==> config.mk <==
export PLATFORM = sky130hd
export DESIGN_NAME = preg_alloc_scheduler
export DESIGN_NICKNAME = d
export VERILOG_FILES = /design/src/rtl/preg_alloc_scheduler.sv
export SDC_FILE = /design/constraint.sdc
export NUM_CORES = 1
export LEC_CHECK = 0
export CORE_ASPECT_RATIO = 0.8
export CORE_MARGIN = 5
export CORE_UTILIZATION = 39
export CTS_BUF_LIST = sky130_fd_sc_hd__clkbuf_4 sky130_fd_sc_hd__clkbuf_8 sky130_fd_sc_hd__clkbuf_16
export DETAILED_ROUTE_END_ITERATION = 12
export PLACE_DENSITY = 0.73
export SYNTH_ARGS = -nofsm -noshare
export SYNTH_HDL_FRONTEND = slang
export SYNTH_SLANG_ARGS = --single-unit
==> constraint.sdc <==
create_clock -name clk -period 1.05 [get_ports clk]
set_input_delay 0.21 -clock clk [delete_from_list [all_inputs] [get_ports clk]]
set_output_delay 0.21 -clock clk [all_outputs]
set_load 0.01 [all_outputs]
==> src/rtl/preg_alloc_scheduler.sv <==
// Round-robin arbiter sharing the free-list allocation port between rename requesters,
// with INIT/RECOVER sequencing after rst/flush. Optional counters: define PREG_ALLOC_PERF_EN.
module preg_alloc_scheduler #(
    parameter int NUM_REGS       = 64,
    parameter int NUM_REQ        = 2,
    parameter int RECOVER_CYCLES = 2,
    localparam int PW            = $clog2(NUM_REGS)
) (
    input  logic               clk,
    input  logic               rst,
    input  logic               flush,
    input  logic [NUM_REQ-1:0] req,
    output logic [NUM_REQ-1:0] gnt_valid,
    output logic [PW-1:0]      gnt_preg,
    output logic               alloc_ready,
    output logic               fl_need_free_reg,
    input  logic [PW-1:0]      fl_free_reg,
    input  logic               fl_reg_available,
`ifdef PREG_ALLOC_PERF_EN
    output logic [31:0]        starve_cnt,
    output logic [31:0]        grant_cnt,
`endif
    output logic [1:0]         dbg_state
);

    localparam int RW = $clog2(NUM_REQ);
    localparam logic [3:0] RELOAD = 4'(RECOVER_CYCLES);

    typedef enum logic [1:0] {
        ST_INIT    = 2'd0,
        ST_RUN     = 2'd1,
        ST_RECOVER = 2'd2
    } state_t;

    state_t        state_q, state_d;
    logic [3:0]    cnt_q, cnt_d;
    logic [RW-1:0] rr_ptr;
    logic [RW-1:0] win;
    logic          fire;

    assign dbg_state = state_q;

    always_ff @(posedge clk) begin
        if (rst) begin
            state_q <= ST_INIT;
            cnt_q   <= RELOAD;
        end else begin
            state_q <= state_d;
            cnt_q   <= cnt_d;
        end
    end

    // flush always wins over the countdown, so repeated flushes keep us parked in RECOVER
    always_comb begin
        state_d = state_q;
        cnt_d   = cnt_q;
        if (flush) begin
            state_d = ST_RECOVER;
            cnt_d   = RELOAD;
        end else if (state_q != ST_RUN) begin
            cnt_d = cnt_q - 4'd1;
            if (cnt_q == 4'd1) state_d = ST_RUN;
        end
    end

    // Handshake: req[i] is a level held until gnt_valid[i] pulses; fl_need_free_reg is the
    // valid strobe to the free list and is only raised when fl_reg_available is high.
    always_comb begin
        alloc_ready      = (state_q == ST_RUN) && fl_reg_available;
        fire             = alloc_ready && (|req) && !flush;
        fl_need_free_reg = fire;
    end

    always_comb begin
        int idx;
        logic found;
        win   = '0;
        found = 1'b0;
        idx   = 0;
        for (int k = 0; k < NUM_REQ; k++) begin
            idx = int'(rr_ptr) + k;
            if (idx >= NUM_REQ) idx = idx - NUM_REQ;
            if (!found && req[idx]) begin
                found = 1'b1;
                win   = RW'(idx);
            end
        end
    end

    always_ff @(posedge clk) begin
        if (rst) begin
            rr_ptr    <= '0;
            gnt_valid <= '0;
            gnt_preg  <= '0;
        end else begin
            gnt_valid <= '0;
            if (fire) begin
                gnt_valid <= NUM_REQ'(1) << win;
                gnt_preg  <= fl_free_reg;
                rr_ptr    <= (win == RW'(NUM_REQ - 1)) ? '0 : win + RW'(1);
            end
        end
    end

`ifdef PREG_ALLOC_PERF_EN
    always_ff @(posedge clk) begin
        if (rst) begin
            starve_cnt <= '0;
            grant_cnt  <= '0;
        end else begin
            if ((state_q == ST_RUN) && (|req) && !fl_reg_available && (starve_cnt != '1))
                starve_cnt <= starve_cnt + 32'd1;
            if (fire && (grant_cnt != '1))
                grant_cnt <= grant_cnt + 32'd1;
        end
    end
`endif

endmodule

==> reports/metrics.csv <==
metric,value,unit
status,finished with violations,
violated checks,setup timing,
Peak VDD IR,0.6160,mV
data required time of the worst path,0.84,ns
worst path arrival time,1.12,ns
Max-Cap Viols,0,
Detail Placement HPWL,1138,um
overall die height,47.88,um
Die X,57.35,um
Iter 0 DRT Violations,4,
TritonCTS buffer count,3,
gr ovfl total,0,
R2R Setup Slk,-0.16,ns
Fin Setup TNS,-2.127,ns
TritonRoute pass-1 iters,4,
CP startpoint kind,register,
Avg Vias per Cell,4.637,
routed length per instance,12.93,um
Hold Buf Count CTS,0,
total number of vias,626,
Max-slew headroom,82.39,%
initial antenna violation count,0,
CTS Sinks,15,
worst hold slack,0.4387,ns
maximum root-to-sink buffer count,2,
GPL Wtd Cong,0.6544,
fillcell total,131,
crit share post-route,126.5,%
mapped cell area,699.4,um^2
DRC,0,
Area Overhead vs Synth,69.23,%
FMAX,753.0,MHz
"Seq/Total Area, Yosys",42.93,%
PortBufs,23,
"Clk pin slew, worst setup/hold paths",0.09,ns
total track usage,12.50,%
vias in the first global route,625,
min-delay worst type,primary input to register,
"Net Count, Synth",83,
syn avg cell area,10.14,um^2
Core ar.,1659,um^2
Pwr per Cell Area,956.1,nW/um^2
post-synthesis cell count,69,
first-pass GRT wire length,2601,um
RSZ-0062 raised after global routing,yes,
io pins,24,
"Worst Path Class, Setup",register to output port,
pins over their slew limit,0,
Ant. Diodes,0,
largest fanout on the critical path,2,
Pleak,0.4958,nW
# rows,13,
Worst Skew,0.003467,ns
Starting Density,42.16,%
post-synthesis cell type count,23,
fraction of layout cells with a size suffix above 1,53.10,%
CTS tree,built,
"FF+latch count, synth",15,
Tmin final,1.328,ns
# H-tree levels,1,
setup ws final,-0.2780,ns
Worst Tran Pin Value,0.2614,ns
Final Hold Viols,0,
crit end category,output port,
detailed-route wire length,1746,um
antenna-violating nets left,0,
nets,128,
Final setup viols,17,
largest net degree at the start of global routing,15,
clk_lat worst skew,0.29,ns
synth warn,0,
Root Driver,clkbuf_4,
total die area,2745,um^2
total power,1.132,mW
==> routing by layer <==
metal	track usage [%]	vias to the layer above	routed length, um
met5	0	-	0
met1	13.44	282	746
met2	22.75	20	863
met3	3.774	9	71
met4	6.944	0	65
li1	-	315	-
==> per-stage QoR <==
stage,area [um^2],instances,util (%),setup WS [ns]
2_1_floorplan,704.4,69,-,-0.06732
3_3_place_gp,1026,122,61.84,-0.7059
3_5_place_dp,1026,122,61.84,-0.7233
4_1_cts,1112,131,67.04,-0.2864
5_1_grt,1184,135,71.34,-0.3310
6_report,1184,135,71.34,-0.2780
==> cells in the mapped netlist <==
cell type | n | area [um^2]
mux2i_1 | 7 | 70.07
and2b_1 | 1 | 7.510
ha_1 | 2 | 25.02
or3_2 | 1 | 7.510
a21oi_1 | 3 | 15.01
o2bb2ai_1 | 1 | 8.760
nor2_1 | 4 | 15.01
xnor2_1 | 1 | 8.760
o21ai_0 | 2 | 10.01
nor2_8 | 1 | 20.02
nand2b_1 | 13 | 81.33
mux2_2 | 1 | 11.26
dfxtp_1 | 15 | 300.3
nand4bb_4 | 1 | 27.53
and2_1 | 2 | 12.51
clkbuf_1 | 1 | 3.750
nor3_2 | 1 | 10.01
nor2b_4 | 1 | 13.76
or3b_1 | 1 | 8.760
nand2_1 | 2 | 7.510
or3_1 | 1 | 6.260
nor4_1 | 1 | 6.260
inv_1 | 6 | 22.52
==> cell usage in the layout (no fill, tap or decap) <==
cell type,count
a21oi_2,2
buf_2,8
o21ai_0,2
dfxtp_1,6
inv_2,1
buf_6,9
clkdlybuf4s50_1,9
dlygate4sd2_1,2
clkinv_2,1
ha_4,2
nand2_1,1
nor2_1,2
nand4bb_4,1
nor2_8,1
and2b_1,1
nor2b_4,1
dfxtp_4,3
nor2_2,2
buf_4,12
nor4_4,1
o2bb2ai_1,1
nand2_2,1
or3_2,1
inv_4,1
xnor2_1,1
mux2_4,1
and2_1,2
mux2i_1,7
dfxtp_2,6
clkbuf_4,3
inv_1,4
nand2b_1,13
or3_1,1
or3b_4,1
a21oi_1,1
nor3_4,1
clkbuf_2,1
==> cells by family (layout without fill, tap and decap cells) <==
group / after synthesis / count (layout) / synth area share [%]
simple gates: 30 / 30 / 32.02
fa+ha+maj: 2 / 2 / 3.577
flops: 15 / 15 / 42.93
compound gates: 6 / 6 / 4.830
mux: 8 / 8 / 11.63
buf+inv: 7 / 51 / 3.756
xor+xnor: 1 / 1 / 1.252
==> flip-flops by register name, indices dropped and copies added, names as in the netlist <==
name,cells
cnt_q,4
gnt_preg,6
gnt_valid,2
dbg_state,2
rr_ptr,1
==> report_power, final <==
group	total, mW	internal, mW	switching [mW]
Combinational	0.206	0.128	0.0776
Sequential	0.588	0.577	0.0114
Clock	0.338	0.142	0.196
Total	1.13	0.846	0.285
==> area by class of cell <==
class,instances,area [um^2],share of cell area (%)
Clock inverter,1,5.005,0.4228
Clock buffer,3,22.52,1.903
Tap cell,22,27.53,2.326
Multi-Input combinational cell,47,440.4,37.21
Timing Repair Buffer,41,344.1,29.07
Inverter,6,25.02,2.114
Sequential cell,15,319.1,26.96
==> final timing paths <==
| check | startpoint | to | cells past startpoint |
|---|---|---|---|
| hold reg to reg | gnt_preg[2]$_SDFFE_PP0P_ | gnt_preg[2]$_SDFFE_PP0P_ | 2 |
| setup reg to reg | dbg_state[0]$_SDFFE_PP0P_ | cnt_q[2]$_SDFFE_PP0P_ | 4 |
| hold / removal | flush | cnt_q[1]$_SDFFE_PP1P_ | 4 |
| setup / recovery | dbg_state[1]$_SDFFE_PP0P_ | alloc_ready | 4 |
==> worst max-delay path, cell delays in order, from the launching register on <==
cell and delay, ns:
dfxtp_4 0.35, buf_6 0.12, nor2b_4 0.11, and2_1 0.13
buf_2 0.13
==> timing repair <==
action,in CTS,in global routing
buffers inserted,5,5
gates resized for setup,68,14
setup endpoints to repair,26,21
pin swaps,3,4
No activity file was read; power rests on OpenSTA's default activity.
